File: src/rtl/pipe_hazard_ctrl_if.sv
// Hazard controller bus: ID-stage register-use info in,
// pipeline enables, flushes and forwarding selects out.
interface pipe_hazard_ctrl_if #(
   parameter int ADDR_W = 5,
   parameter int CNT_W  = 16
);
   logic              id_valid;
   logic [ADDR_W-1:0] id_rs;
   logic [ADDR_W-1:0] id_rt;
   logic              id_uses_rs;
   logic              id_uses_rt;
   logic [ADDR_W-1:0] id_dst;
   logic              id_reg_write;
   logic              id_mem_read;
   logic              ex_branch_taken;
   logic              pc_write_en;
   logic              ifid_write_en;
   logic              ifid_flush;
   logic              idex_bubble;
   logic [1:0]        fwd_a_sel;
   logic [1:0]        fwd_b_sel;
   logic [CNT_W-1:0]  stall_cnt;
   logic [CNT_W-1:0]  flush_cnt;

   modport master (
      output id_valid, id_rs, id_rt,
      output id_uses_rs, id_uses_rt,
      output id_dst, id_reg_write, id_mem_read,
      output ex_branch_taken,
      input  pc_write_en, ifid_write_en,
      input  ifid_flush, idex_bubble,
      input  fwd_a_sel, fwd_b_sel,
      input  stall_cnt, flush_cnt
   );

   modport slave (
      input  id_valid, id_rs, id_rt,
      input  id_uses_rs, id_uses_rt,
      input  id_dst, id_reg_write, id_mem_read,
      input  ex_branch_taken,
      output pc_write_en, ifid_write_en,
      output ifid_flush, idex_bubble,
      output fwd_a_sel, fwd_b_sel,
      output stall_cnt, flush_cnt
   );
endinterface

File: src/rtl/pipe_hazard_ctrl.sv
// 5-stage pipeline hazard/forwarding controller with
// EX/MEM/WB shadow registers and saturating debug counters.
module pipe_hazard_ctrl #(
   parameter int ADDR_W    = 5,
   parameter bit FWD_EN    = 1'b1,
   parameter bit WB_BYPASS = 1'b1,
   parameter int CNT_W     = 16
) (
   input  logic              clk,
   input  logic              rst,
   pipe_hazard_ctrl_if.slave hz
);
   typedef logic [ADDR_W-1:0] reg_t;

   typedef struct packed {
      logic valid;
      reg_t rs;
      reg_t rt;
      logic uses_rs;
      logic uses_rt;
      reg_t dst;
      logic reg_write;
      logic mem_read;
   } shadow_t;

   localparam logic [CNT_W-1:0] CNT_ONE =
      {{(CNT_W-1){1'b0}}, 1'b1};

   shadow_t ex_q, mem_q, wb_q, ex_d;
   logic [CNT_W-1:0] stall_cnt_q, stall_cnt_d;
   logic [CNT_W-1:0] flush_cnt_q, flush_cnt_d;
   logic need_ex, need_mem, need_wb;
   logic stall_raw, stall_eff, flush, bubble;
   logic [1:0] fwd_a, fwd_b;
   logic unused_shadow;

   // r0 is hardwired zero and can never be a producer
   function automatic logic match(shadow_t s, reg_t r);
      return s.valid & s.reg_write &
             (s.dst != '0) & (s.dst == r);
   endfunction

   function automatic logic need(
      shadow_t s,
      logic    v,
      logic    urs,
      reg_t    rs,
      logic    urt,
      reg_t    rt
   );
      return v & ((urs & match(s, rs)) |
                  (urt & match(s, rt)));
   endfunction

   // hazard detection: stall/flush decision for the ID slot
   always_comb begin
      need_ex  = need(ex_q, hz.id_valid,
                      hz.id_uses_rs, hz.id_rs,
                      hz.id_uses_rt, hz.id_rt);
      need_mem = need(mem_q, hz.id_valid,
                      hz.id_uses_rs, hz.id_rs,
                      hz.id_uses_rt, hz.id_rt);
      need_wb  = need(wb_q, hz.id_valid,
                      hz.id_uses_rs, hz.id_rs,
                      hz.id_uses_rt, hz.id_rt);
      flush = hz.ex_branch_taken & ex_q.valid;
      if (FWD_EN) begin
         stall_raw = need_ex & ex_q.mem_read;
      end else begin
         stall_raw = need_ex | need_mem |
                     (need_wb & ~WB_BYPASS);
      end
      stall_eff = stall_raw & ~flush;
      bubble    = stall_eff | flush;
   end

   // operand forwarding for the instruction now in EX
   always_comb begin
      fwd_a = 2'b00;
      fwd_b = 2'b00;
      if (FWD_EN) begin
         if (ex_q.uses_rs & match(mem_q, ex_q.rs)) begin
            fwd_a = 2'b01;
         end else if (match(wb_q, ex_q.rs)) begin
            fwd_a = 2'b10;
         end
         if (ex_q.uses_rt & match(mem_q, ex_q.rt)) begin
            fwd_b = 2'b01;
         end else if (match(wb_q, ex_q.rt)) begin
            fwd_b = 2'b10;
         end
      end
   end

   // next EX shadow: the ID instruction unless bubbled
   always_comb begin
      ex_d = '0;
      if (hz.id_valid & ~bubble) begin
         ex_d.valid     = 1'b1;
         ex_d.rs        = hz.id_rs;
         ex_d.rt        = hz.id_rt;
         ex_d.uses_rs   = hz.id_uses_rs;
         ex_d.uses_rt   = hz.id_uses_rt;
         ex_d.dst       = hz.id_dst;
         ex_d.reg_write = hz.id_reg_write;
         ex_d.mem_read  = hz.id_mem_read;
      end
   end

   // saturating debug counters, next-state
   always_comb begin
      stall_cnt_d = stall_cnt_q;
      flush_cnt_d = flush_cnt_q;
      if (stall_eff && (stall_cnt_q != '1)) begin
         stall_cnt_d = stall_cnt_q + CNT_ONE;
      end
      if (flush && (flush_cnt_q != '1)) begin
         flush_cnt_d = flush_cnt_q + CNT_ONE;
      end
   end

   // shadow pipeline advances every cycle
   always_ff @(posedge clk) begin
      if (rst) begin
         ex_q  <= '0;
         mem_q <= '0;
         wb_q  <= '0;
      end else begin
         ex_q  <= ex_d;
         mem_q <= ex_q;
         wb_q  <= mem_q;
      end
   end

   // debug counter registers
   always_ff @(posedge clk) begin
      if (rst) begin
         stall_cnt_q <= '0;
         flush_cnt_q <= '0;
      end else begin
         stall_cnt_q <= stall_cnt_d;
         flush_cnt_q <= flush_cnt_d;
      end
   end

   assign hz.pc_write_en   = ~stall_eff;
   assign hz.ifid_write_en = ~stall_eff;
   assign hz.ifid_flush    = flush;
   assign hz.idex_bubble   = bubble;
   assign hz.fwd_a_sel     = fwd_a;
   assign hz.fwd_b_sel     = fwd_b;
   assign hz.stall_cnt     = stall_cnt_q;
   assign hz.flush_cnt     = flush_cnt_q;

   // MEM/WB keep full records; only some fields feed logic
   assign unused_shadow = ^{mem_q, wb_q};
endmodule

File: src/flat_wrapper.sv
// flat-port wrapper written by rule: the top's interface ports become plain ports
module pipe_hazard_ctrl_flat 
#(
   parameter int ADDR_W    = 5,
   parameter bit FWD_EN    = 1'b1,
   parameter bit WB_BYPASS = 1'b1,
   parameter int CNT_W     = 16
)
  (clk, rst, hz_id_valid, hz_id_rs, hz_id_rt, hz_id_uses_rs, hz_id_uses_rt, hz_id_dst, hz_id_reg_write, hz_id_mem_read, hz_ex_branch_taken, hz_pc_write_en, hz_ifid_write_en, hz_ifid_flush, hz_idex_bubble, hz_fwd_a_sel, hz_fwd_b_sel, hz_stall_cnt, hz_flush_cnt);
  pipe_hazard_ctrl_if #(.ADDR_W(ADDR_W), .CNT_W(CNT_W)) hz_i ();
  input  logic clk;
  input  logic rst;
  input wire logic [$bits(hz_i.id_valid)-1:0] hz_id_valid;
  input wire logic [$bits(hz_i.id_rs)-1:0] hz_id_rs;
  input wire logic [$bits(hz_i.id_rt)-1:0] hz_id_rt;
  input wire logic [$bits(hz_i.id_uses_rs)-1:0] hz_id_uses_rs;
  input wire logic [$bits(hz_i.id_uses_rt)-1:0] hz_id_uses_rt;
  input wire logic [$bits(hz_i.id_dst)-1:0] hz_id_dst;
  input wire logic [$bits(hz_i.id_reg_write)-1:0] hz_id_reg_write;
  input wire logic [$bits(hz_i.id_mem_read)-1:0] hz_id_mem_read;
  input wire logic [$bits(hz_i.ex_branch_taken)-1:0] hz_ex_branch_taken;
  output wire logic [$bits(hz_i.pc_write_en)-1:0] hz_pc_write_en;
  output wire logic [$bits(hz_i.ifid_write_en)-1:0] hz_ifid_write_en;
  output wire logic [$bits(hz_i.ifid_flush)-1:0] hz_ifid_flush;
  output wire logic [$bits(hz_i.idex_bubble)-1:0] hz_idex_bubble;
  output wire logic [$bits(hz_i.fwd_a_sel)-1:0] hz_fwd_a_sel;
  output wire logic [$bits(hz_i.fwd_b_sel)-1:0] hz_fwd_b_sel;
  output wire logic [$bits(hz_i.stall_cnt)-1:0] hz_stall_cnt;
  output wire logic [$bits(hz_i.flush_cnt)-1:0] hz_flush_cnt;
  assign hz_i.id_valid = hz_id_valid;
  assign hz_i.id_rs = hz_id_rs;
  assign hz_i.id_rt = hz_id_rt;
  assign hz_i.id_uses_rs = hz_id_uses_rs;
  assign hz_i.id_uses_rt = hz_id_uses_rt;
  assign hz_i.id_dst = hz_id_dst;
  assign hz_i.id_reg_write = hz_id_reg_write;
  assign hz_i.id_mem_read = hz_id_mem_read;
  assign hz_i.ex_branch_taken = hz_ex_branch_taken;
  assign hz_pc_write_en = hz_i.pc_write_en;
  assign hz_ifid_write_en = hz_i.ifid_write_en;
  assign hz_ifid_flush = hz_i.ifid_flush;
  assign hz_idex_bubble = hz_i.idex_bubble;
  assign hz_fwd_a_sel = hz_i.fwd_a_sel;
  assign hz_fwd_b_sel = hz_i.fwd_b_sel;
  assign hz_stall_cnt = hz_i.stall_cnt;
  assign hz_flush_cnt = hz_i.flush_cnt;
  pipe_hazard_ctrl #(.ADDR_W(ADDR_W), .FWD_EN(FWD_EN), .WB_BYPASS(WB_BYPASS), .CNT_W(CNT_W)) u_core (.clk(clk), .rst(rst), .hz(hz_i));
endmodule
File: config.mk
export PLATFORM = sky130hd
export DESIGN_NAME = pipe_hazard_ctrl_flat
export DESIGN_NICKNAME = d
export VERILOG_FILES = /design/src/rtl/pipe_hazard_ctrl_if.sv /design/src/rtl/pipe_hazard_ctrl.sv /design/src/flat_wrapper.sv
export SDC_FILE = /design/constraint.sdc
export NUM_CORES = 1
export LEC_CHECK = 0
export CAP_MARGIN = 25
export CORE_MARGIN = 1.5
export CORE_UTILIZATION = 45
export DETAILED_ROUTE_END_ITERATION = 7
export DONT_BUFFER_PORTS = 1
export PLACE_DENSITY = 0.6
export SLEW_MARGIN = 20
export SYNTH_ARGS = -nofsm -noshare
export SYNTH_HDL_FRONTEND = slang
export SYNTH_SLANG_ARGS = --single-unit
export TNS_END_PERCENT = 100
File: constraint.sdc
create_clock -name clk -period 2.1 [get_ports clk]
set_input_delay 0.21 -clock clk [delete_from_list [all_inputs] [get_ports clk]]
set_output_delay 0.21 -clock clk [all_outputs]
set_load 0.02 [all_outputs]
# After elaboration in Yosys (flattened, before gate mapping)
# Cells that the tools add are included.
dict set report word_totals {
  regBits 66
  word_cells 64
}
dict set report op_classes {
  addsub 2
  n_eq_ne 8
  n_mux 5
  n_bitwise 27
  n_reduce_logical 6
}
# cell count
set op_table {}
lappend op_table {{$add 16x1->16 const B} 2}
lappend op_table {{$ne 16x16->1 const B} 2}
lappend op_table {{$eq 5x5->1} 6}
lappend op_table {{$and 1x1->1} 21}
lappend op_table {{$mux 20} 1}
lappend op_table {{$reduce_bool 5->1} 3}
lappend op_table {{$mux 2} 4}
lappend op_table {{$not 1->1} 4}
lappend op_table {{$logic_and 1x1->1} 2}
lappend op_table {{$or 1x1->1} 2}
lappend op_table {{$reduce_or 2->1} 1}

# Longest topological paths before layout
# Gate-level depths: netlist (run 1).
dict set report logic_depth {
  depth_word 13
  ltp_mapped 9
  mapped_depth_nobuf 6
}

# Worst setup path after synthesis (run 1)
# No wires, ideal clock.
dict set report synth_timing {
  path_type {register to output}
  start {reg u_core.mem_q[2] (netlist bit)}
  end {out hz_fwd_a_sel[1]}
  arrival_time_ns 1.944
  required_ns 1.890
  path_slack_ns -0.054
  path_stages_with_launch 5
  cell_sequence {dfxtp_1 -> or4_1 -> o211ai_1 -> nor3_1 -> nor4_1}
}
dict set report synth_via {
  elab_chain_cells 5
  elab_cells_between_ends 6
  cone_classes {eq/ne (1); mux (1); bitwise (3); reduce/logical (1)}
}
# item line
set synth_lines {}
lappend synth_lines {{from (decl)} pipe_hazard_ctrl.sv:29} ;# shadow_t ex_q, mem_q, wb_q, ex_d;
lappend synth_lines {{from (signal assigned)} pipe_hazard_ctrl.sv:130} ;# mem_q <= ex_q;
lappend synth_lines {{$reduce_bool 5->1} -}
lappend synth_lines {{$and 1x1->1} -}
lappend synth_lines {{$and 1x1->1 (*)} pipe_hazard_ctrl.sv:40} ;# (s.dst != '0) & (s.dst == r);
lappend synth_lines {{$and 1x1->1 (*)} pipe_hazard_ctrl.sv:82} ;# if (ex_q.uses_rs & match(mem_q, ex_q.rs)) begin
lappend synth_lines {{$mux 2 (*)} pipe_hazard_ctrl.sv:82}
lappend synth_lines {{to (decl)} flat_wrapper.sv:26} ;# output wire logic [$bits(hz_i.fwd_a_sel)-1:0] hz_fwd_a_sel;
# Mark *: on every way between the ends. The rest lies on a longest branch, timed or not.

# Worst setup path in the final report (run 1)
dict set report layout_timing {
  start {reg u_core.mem_q[4] (netlist bit)}
  end {out hz_fwd_a_sel[1]}
}
# Same word-level chain as after synthesis.

==> Implementation_results.wiki, run 1 <==
{| class="wikitable"
! Metric !! Value
|-
| Setup skew after layout || 0.00880 ns
|-
| Ordered list of cells on the worst path || or4_4 > o211ai_1 > nor3_2 > nor4_2 > buf_4
|-
| DRC violation count after routing || 1
|-
| Total count of max-transition violations in the final report || 0
|-
| Reported leakage power || 1.59 nW
|-
| Share of Yosys cell area claimed by the top area cell type || 43.2%
|-
| EDFF count, synth || 0
|-
| Layout cells sized above 1 || 28.2%
|-
| Fin crit share || 103%
|-
| Number of buffers created by CTS || 9
|-
| Post-place setup slack || 0.0648 ns
|-
| Number of iterations in the first detailed-routing pass || 6
|-
| Cell with the most instances after synthesis || sky130_fd_sc_hd__dfxtp_1
|-
| Final estimated routing congestion in global placement || 0.796
|-
| Pin count of the biggest net entering global routing || 39
|-
| Sequential cell area || 1340 um2
|-
| Wire length of the first global-routing pass || 12100 um
|-
| Cell Area, Placed || 3400 um2
|-
| Number of buffers on the longest clock path || 2
|-
| Kind of path behind the tightest hold check || primary input to flop
|-
| Die height || 85.5 um
|-
| Arrival time reported for the critical path endpoint || 1.95 ns
|-
| Starting density of the core || about 47%
|-
| Cell type with the highest aggregate area in the netlist || sky130_fd_sc_hd__dfxtp_1
|-
| Worst rel slew slack || between 50% and 60%
|-
| Main flop type after synthesis || sky130_fd_sc_hd__dfxtp_1
|-
| Gr usage total || 21.1%
|-
| Final HPWL DP || 4740 um
|-
| Core box area || between 6000 and 7000 um2
|-
| Routed wire length || 7520 um
|-
| Clock period minus worst slack || 2.16 ns
|-
| Final ANT Viol Nets || 0
|-
| Die area || 7310 um2
|-
| Avg Synthesized Cell Area || 9.36 um2
|-
| Post-DR wirelength/cell || 15.9 um
|-
| Sequential cell area fraction in the yosys report || 43.2%
|-
| Critical path's slowest cell || sky130_fd_sc_hd__or4_4
|-
| Number of DRC markers in iteration 0 || 135
|-
| Number of warnings printed during yosys synthesis || 0
|-
| Commonest cells post-synth || sky130_fd_sc_hd__dfxtp_1 (66), sky130_fd_sc_hd__nor2_1 (24), sky130_fd_sc_hd__xnor2_1 (24), sky130_fd_sc_hd__nor2b_1 (22), sky130_fd_sc_hd__and2_1 (21)
|-
| Clk Latency, worst-skew pair || 0.34 ns
|-
| Result of the run || finished with violations
|-
| Crit Path Category || flop to output pin
|-
| CTS sink count || 66
|-
| Unrepaired setup endpoints after global routing || true
|-
| Top area cells in the synthesized netlist || sky130_fd_sc_hd__dfxtp_1 (43%), sky130_fd_sc_hd__xnor2_1 (6.9%), sky130_fd_sc_hd__xor2_1 (5.1%)
|-
| Post-route worst setup slack || -0.0606 ns
|-
| Vias after detailed routing || 2615
|-
| Row count || 29
|-
| Violated checks || DRC, setup timing
|-
| Highest fanout seen on the critical path || 2
|-
| Top-Level Pins || 63
|-
| Max-cap violations || 0
|-
| Clock transition at the registers of the reported paths || 0.08 ns
|-
| Average vias per placed instance || 5.52
|-
| Total power divided by cell area || 644 nW/um2
|-
| # nets final || 417
|-
| Synth cell types || 44
|-
| TritonCTS clock tree || built
|-
| Largest delay contributor family on the critical path || simple AND/OR/NAND/NOR gates
|-
| Share of flip-flops with an asynchronous set or reset after synthesis || 0%
|-
| Endpoint class of the critical path || output pin
|-
| Post-synthesis sequential element count || 66
|-
| Number of buffers inserted by port buffering || 0
|-
| Critical path required time || 1.89 ns
|-
| Critical Path Start Type || flop
|-
| Biggest cell delay along the critical path || 0.53 ns
|-
| Global route overflow || 0
|-
| Fin util || 63.8%
|-
| Vias in the first global route || 2624
|-
| Post-Syn Nets || 352
|-
| Horizontal extent of the die || between 80 and 90 um
|-
| Count of antenna diodes in the layout || 0
|-
| Synthesized instance count || 327
|-
| Bufs and invs on worst path || 1
|-
| Fill cells || 538
|-
| Area of combinational cells with multiple inputs || 1830 um2
|-
| Fmax || ~460 MHz
|-
| Hold violation total from the final report || 0
|-
| Transition at the pin with the smallest max-transition slack || 0.593 ns
|-
| Relative area change from synthesis to final layout || 34.6%
|-
| Cell area after synthesis || 3060 um2
|-
| Peak ir drop on the vdd network || 0.398 mV
|-
| CTS Root Buffer Type || sky130_fd_sc_hd__clkbuf_8
|-
| Number of setup violations in the final report || 3
|-
| Finished Cell Area || 4120 um2
|-
| Antenna violations before repair || 0
|-
| Number of H-tree levels || 3
|}
## flip-flops by register name (all words and copies together) (netlist names)
register             cells
u_core.ex_q             20
u_core.hz.flush_cnt     16
u_core.hz.stall_cnt     16
u_core.wb_q              7
u_core.mem_q             7
## report_power, final
group          total [mW]  leakage, nW  internal [mW]  switching (mW)
registers            1.30        0.540           1.27          0.0223
logic               0.166        0.944         0.0892          0.0766
clock network        1.19        0.110          0.678           0.511
total                2.65         1.59           2.04           0.610
## per-layer routing
| layer | up-vias | GRT usage (%) | part of all wire, % |
|---|---|---|---|
| met1 | 1232 | 23.7 | 41 |
| met4 | 0 | 11.7 | 2.4 |
| met3 | 18 | 5.25 | 5.6 |
| li1 | 1292 | - | - |
| met5 | - | 0 | 0 |
| met2 | 73 | 36.4 | 51 |
## metrics by stage
step           instances  TNS [ns]  hold slack, ns  total power, mW
2_1_floorplan        327         0           0.332             1.41
3_3_place_gp         429         0           0.285             1.42
3_5_place_dp         429         0           0.285             1.42
4_1_cts              475    -0.102          0.0340             2.67
5_1_grt              474    -0.884          0.0350             2.75
6_report             474   -0.0939          0.0514             2.65
## cell families after synthesis
kind of cell,Yosys count,synth area share [%]
compound gates,37,8.42
xor+xnor,42,12.0
fa+ha+maj,2,0.817
buf+inv,19,3.31
flops,66,43.2
mux,7,2.53
simple gates,154,29.8
## cell usage in the layout, fill, tap and decap left out, drive strengths merged, types with 2 or more instances in the layout
master,netlist,routed
xnor2,24,24
nand4,10,10
or3,6,6
o21ba,3,3
a21oi,12,12
inv,5,6
a311oi,2,2
buf,7,49
xor2,18,18
and3,3,3
o211ai,3,3
o21ai,3,3
o31ai,7,7
clkinv,0,3
nor2b,22,22
nor3b,2,2
nor2,24,24
nor3,9,9
bufinv,0,2
clkbuf,7,9
mux2,6,6
a211oi,2,2
nand3,11,11
nor4b,2,2
dfxtp,66,66
o31a,2,2
nand2,15,15
dlygate4sd3,0,19
and2,21,21
ha,2,2
or4,11,11
nor4,14,14
## what timing repair did
action                                  4_1_cts  5_1_grt
gates cloned                                  1        0
buffers inserted                             10        0
pin swaps                                     8       16
gates resized for setup                      16       35
endpoints found under the setup margin        5       41
hold endpoints to repair                     57        0
hold buffers                                 20        0
## cell type report
cell class	count	share of cell area (%)
tap	77	2.34
clock inverter	7	2.49
timing repair buffer	68	14.9
multi-input combinational	242	44.4
clock buffer	9	3.01
inverter	5	0.456
sequential	66	32.4
## path summary, 6_finish.rpt
kind,from,endpoint,slack (ns),cells past startpoint
min reg2reg,u_core.mem_q[1],u_core.wb_q[1],0.47,1
max,u_core.mem_q[4],hz_fwd_a_sel[1],-0.06,5
min,rst,u_core.hz.stall_cnt[11],0.05,1
max reg2reg,u_core.ex_q[6],u_core.hz.stall_cnt[4],0.03,7
Power figures use the tool's default switching activity.
==> inputs of run 2 (changes only) <==
--- a/config.mk
+++ b/config.mk
@@ -5,12 +5,15 @@
 export SDC_FILE = /design/constraint.sdc
 export NUM_CORES = 1
 export LEC_CHECK = 0
+export ABC_AREA = 1
 export CAP_MARGIN = 25
 export CORE_MARGIN = 1.5
 export CORE_UTILIZATION = 45
 export DETAILED_ROUTE_END_ITERATION = 7
 export DONT_BUFFER_PORTS = 1
+export MAX_ROUTING_LAYER = met4
 export PLACE_DENSITY = 0.6
+export SETUP_SLACK_MARGIN = 0.3
 export SLEW_MARGIN = 20
 export SYNTH_ARGS = -nofsm -noshare
 export SYNTH_HDL_FRONTEND = slang
==> Implementation_results.wiki, run 2 <==
{| class="wikitable"
! Metric !! Value
|-
| Top-Level Pins || 63 (unchanged)
|-
| Fmax || 570 MHz (+23%)
|-
| Number of buffers inserted by port buffering || 0 (unchanged)
|-
| Timing startpoint of the critical path || u_core.mem_q[4]
|-
| Main flop type after synthesis || sky130_fd_sc_hd__dfxtp_1
|-
| Number of H-tree levels || 3 (unchanged)
|-
| Number of flip-flops in the largest register || 20 (unchanged)
|-
| Number of warnings printed during yosys synthesis || 0 (unchanged)
|-
| Post-Syn Nets || 480 (+36%)
|-
| Clk Latency, worst-skew pair || 0.33 ns (about the same)
|-
| Cell with the most instances after synthesis || sky130_fd_sc_hd__nand2_1
|-
| Post-synthesis sequential element count || 66 (unchanged)
|-
| Global route overflow || 0 (unchanged)
|-
| Count of antenna diodes in the layout || 0 (unchanged)
|-
| Number of iterations in the first detailed-routing pass || 4 (-2)
|-
| Result of the run || finished, final reports clean
|-
| Transition at the pin with the smallest max-transition slack || 0.567 ns (-0.0265 ns)
|-
| Worst reg2reg endpoint || u_core.hz.stall_cnt[1]
|-
| Number of buffers on the longest clock path || 2 (unchanged)
|-
| Crit Reg-Reg Startpoint || u_core.hz.stall_cnt[0]
|-
| Combinational group share of total power || 5.7% (-0.6 points)
|-
| CTS Root Buffer Type || sky130_fd_sc_hd__clkbuf_8
|-
| Clock period minus worst slack || 1.75 ns (-0.408 ns)
|-
| Top area cells in the synthesized netlist || sky130_fd_sc_hd__dfxtp_1 (40%), sky130_fd_sc_hd__nand2_1 (12%), sky130_fd_sc_hd__nor2_1 (8.1%)
|-
| Starting density of the core || 46.0% (-1.4 points)
|-
| Clock share of power || 48.1% (+3.3 points)
|-
| Post-placement cell count || 568 (+32%)
|-
| Highest fanout seen on the critical path || 3 (+1)
|-
| Row count || 31 (+6.9%)
|-
| Die height || 88.6 um (+3.7%)
|-
| Adder-cell share of the synthesized area || 0.759% (-0.059 points)
|-
| Total count of max-transition violations in the final report || 0 (unchanged)
|-
| Relative area change from synthesis to final layout || 23.5%
|-
| Total power divided by cell area || 688 nW/um2 (+6.9%)
|-
| Horizontal extent of the die || 88.6 um (+3.7%)
|-
| Synthesized instance count || 455 (+39%)
|-
| Length in cells of the worst reg-to-reg path || 9 (+2)
|-
| Commonest cells after routing, fill and taps aside || sky130_fd_sc_hd__nand2_1 (107), sky130_fd_sc_hd__nor2_1 (67), sky130_fd_sc_hd__dfxtp_1 (59), sky130_fd_sc_hd__inv_1 (50), sky130_fd_sc_hd__buf_4 (27)
|-
| Average vias per placed instance || 4.85 (-12%)
|-
| Post-DR wirelength/cell || 12.7 um (-20%)
|-
| Min Hold Slack || 0.0158 ns (-0.0356 ns)
|-
| Synth cell types || 37 (-16%)
|-
| Number of setup violations in the final report || 0 (-3)
|-
| Fraction of power consumed by sequential logic || 46.3% (-2.6 points)
|-
| Critical path required time || 1.89 ns (about the same)
|-
| Met1 track demand over resource in global routing || 24.4% (+0.73 points)
|-
| Fin util || 56.8% (-7.0 points)
|-
| TritonCTS clock tree || built
|-
| EDFF count, synth || 0 (unchanged)
|-
| Commonest cells post-synth || sky130_fd_sc_hd__nand2_1 (108), sky130_fd_sc_hd__nor2_1 (71), sky130_fd_sc_hd__dfxtp_1 (66), sky130_fd_sc_hd__inv_1 (50), sky130_fd_sc_hd__xor2_1 (26)
|-
| Synth Area in XOR/XNOR || 10.6% (-1.4 points)
|-
| Hold-critical path depth || 2 (+1)
|-
| Final estimated routing congestion in global placement || 0.917 (+15%)
|-
| Gr usage total || 20.8% (-0.28 points)
|-
| Kind of path behind the tightest hold check || primary input to flop
|-
| # nets final || 524 (+26%)
|-
| Cell area after synthesis || 3300 um2 (+7.7%)
|-
| Wire length of the first global-routing pass || 12100 um (+0.17%)
|-
| Switching pwr || 606 uW (-0.62%)
|-
| Final ANT Viol Nets || 0 (unchanged)
|-
| Share of total power consumed by net switching || 21.6% (-1.4 points)
|-
| Die area || 7850 um2 (+7.4%)
|-
| Peak ir drop on the vdd network || 0.496 mV (+25%)
|-
| Number of DRC markers in iteration 0 || 131 (-3.0%)
|-
| Setup_tns || 0 ns (+0.0939 ns)
|-
| Sequential cell area fraction in the yosys report || 40.1% (-3.1 points)
|-
| Cell type with the highest aggregate area in the netlist || sky130_fd_sc_hd__dfxtp_1
|-
| Crit Path Category || flop to output pin
|-
| Unrepaired setup endpoints after global routing || true
|-
| Critical Path Start Type || flop
|-
| Fin crit share || 83.5% (-19 points)
|-
| Vias in the first global route || 2769 (+5.5%)
|-
| Share of Yosys cell area claimed by the top area cell type || 40.1% (-3.1 points)
|-
| Global-route track usage on met2 || 33.6% (-2.8 points)
|-
| Final HPWL DP || 5310 um (+12%)
|-
| Internal power component || 2.20 mW (+7.6%)
|-
| Compound-gate portion of the synthesized area || 7.44% (-0.98 points)
|-
| Reg2reg setup slack || 0.45 ns (+0.42 ns)
|-
| Layout cells sized above 1 || 20.2% (-8.0 points)
|-
| Endpoint class of the critical path || output pin
|-
| Post-route insts no fill || 603 (+27%)
|-
| Number of buffers created by CTS || 9 (unchanged)
|-
| Core box area || 7180 um2 (+11%)
|-
| DRC violation count after routing || 0 (-1)
|-
| Avg Synthesized Cell Area || 7.25 um2 (-23%)
|-
| Reported leakage power || 1.73 nW (+8.4%)
|-
| Worst rel slew slack || 62.1% (+2.7 points)
|-
| Multiplexer share of the synthesized area || 0% (-2.5 points)
|-
| Vias after detailed routing || 2927 (+12%)
|-
| Dominant combinational cell family by area after synthesis || simple AND/OR/NAND/NOR gates
|-
| Capturing element of the worst setup path || hz_fwd_b_sel[1]
|-
| Antenna violations before repair || 0 (unchanged)
|-
| Arrival time reported for the critical path endpoint || 1.54 ns (-0.41 ns)
|-
| Hold violation total from the final report || 0 (unchanged)
|-
| Routed wire length || 7640 um (+1.6%)
|-
| CTS sink count || 66 (unchanged)
|-
| Most Used Layer, Global Route || met2
|-
| Leading cell type in the layout, fill and taps excluded || sky130_fd_sc_hd__nand2_1
|-
| Met3 track utilization from global routing || 5.32% (+0.064 points)
|-
| Post-synthesis share of cell area spent on and, or, nand and nor gates || 32.1% (+2.3 points)
|-
| Pin count of the biggest net entering global routing || 41 (+5.1%)
|-
| Top register by number of flip-flops || u_core.ex_q
|-
| Setup skew after layout || 0.00435 ns (-0.00445 ns)
|-
| Share of flip-flops with an asynchronous set or reset after synthesis || 0% (unchanged)
|-
| Max-cap violations || 0 (unchanged)
|-
| Clock transition at the registers of the reported paths || 0.07 ns (about the same)
|}
-- run 2: through the flow --
step                area [um2]  setup WS [ns]  power (mW)
finish                    4070          0.347        2.80
global route              4070          0.230        2.90
global placement          3540          0.368        1.44
floorplan                 3300          0.411        1.42
detailed placement        3540          0.352        1.44
CTS                       3950          0.252        2.83
-- run 2: worst min path at each step --
stage / startpoint / to
global placement: rst / u_core.hz.stall_cnt[8]
detailed placement: rst / u_core.hz.stall_cnt[8]
floorplan: hz_id_mem_read / u_core.ex_q[0]
CTS: hz_id_rt[2] / u_core.ex_q[11]
finish: hz_id_rt[3] / u_core.ex_q[12]
global route: hz_id_rt[3] / u_core.ex_q[12]
-- run 2: repair_timing --
item / CTS / global route
pin swaps: 1 / 5
gates resized for setup: 4 / 18
cloned: 0 / 1
hold buffers: 13 / 1
endpoints found under the setup margin: 4 / 35
hold endpoints to repair: 52 / 1
buffers inserted: 0 / 4
-- run 2: cells by family after synthesis --
group                      count (synthesis)
buffers and inverters                     72
and+or+nand+nor                          240
DFF                                       66
xor gates and xnor gates                  40
adders and majority gates                  2
AOI/OAI and AO/OA                         35
-- run 2: final cells by class --
| type | instances | area [um2] |
|---|---|---|
| Timing Repair Buffer | 43 | 384 |
| Tap cell | 99 | 124 |
| Sequential cell | 66 | 1330 |
| Clock inverter | 4 | 97.6 |
| Inverter | 61 | 231 |
| Clock buffer | 12 | 155 |
| Multi-Input combinational cell | 318 | 1750 |
| Fill cell | 672 | 3100 |
-- run 2: critical path: stages, from the launching register on --
cell	delay (ns)
sky130_fd_sc_hd__dfxtp_2	0.34
sky130_fd_sc_hd__inv_1	0.08
sky130_fd_sc_hd__nand3_1	0.10
sky130_fd_sc_hd__o311ai_2	0.33
sky130_fd_sc_hd__nor2_2	0.10
sky130_fd_sc_hd__nor2_2	0.27
-- run 2: power groups by stage --
stage / sequential, mW / combinational [mW] / clock [mW]
after floorplan: 1.32 / 0.102 / 0
after global placement: 1.32 / 0.115 / 0
after detailed placement: 1.32 / 0.117 / 0
after CTS: 1.30 / 0.154 / 1.38
after global routing: 1.30 / 0.180 / 1.42
final: 1.30 / 0.159 / 1.35
-- run 2: metal layers --
| layer | part of all wire (%) | vias to the layer above |
|---|---|---|
| li1 | - | 1506 |
| met1 | 44 | 1326 |
| met2 | 48 | 83 |
| met3 | 6.0 | 12 |
| met4 | 1.8 | 0 |
| met5 | 0 | - |
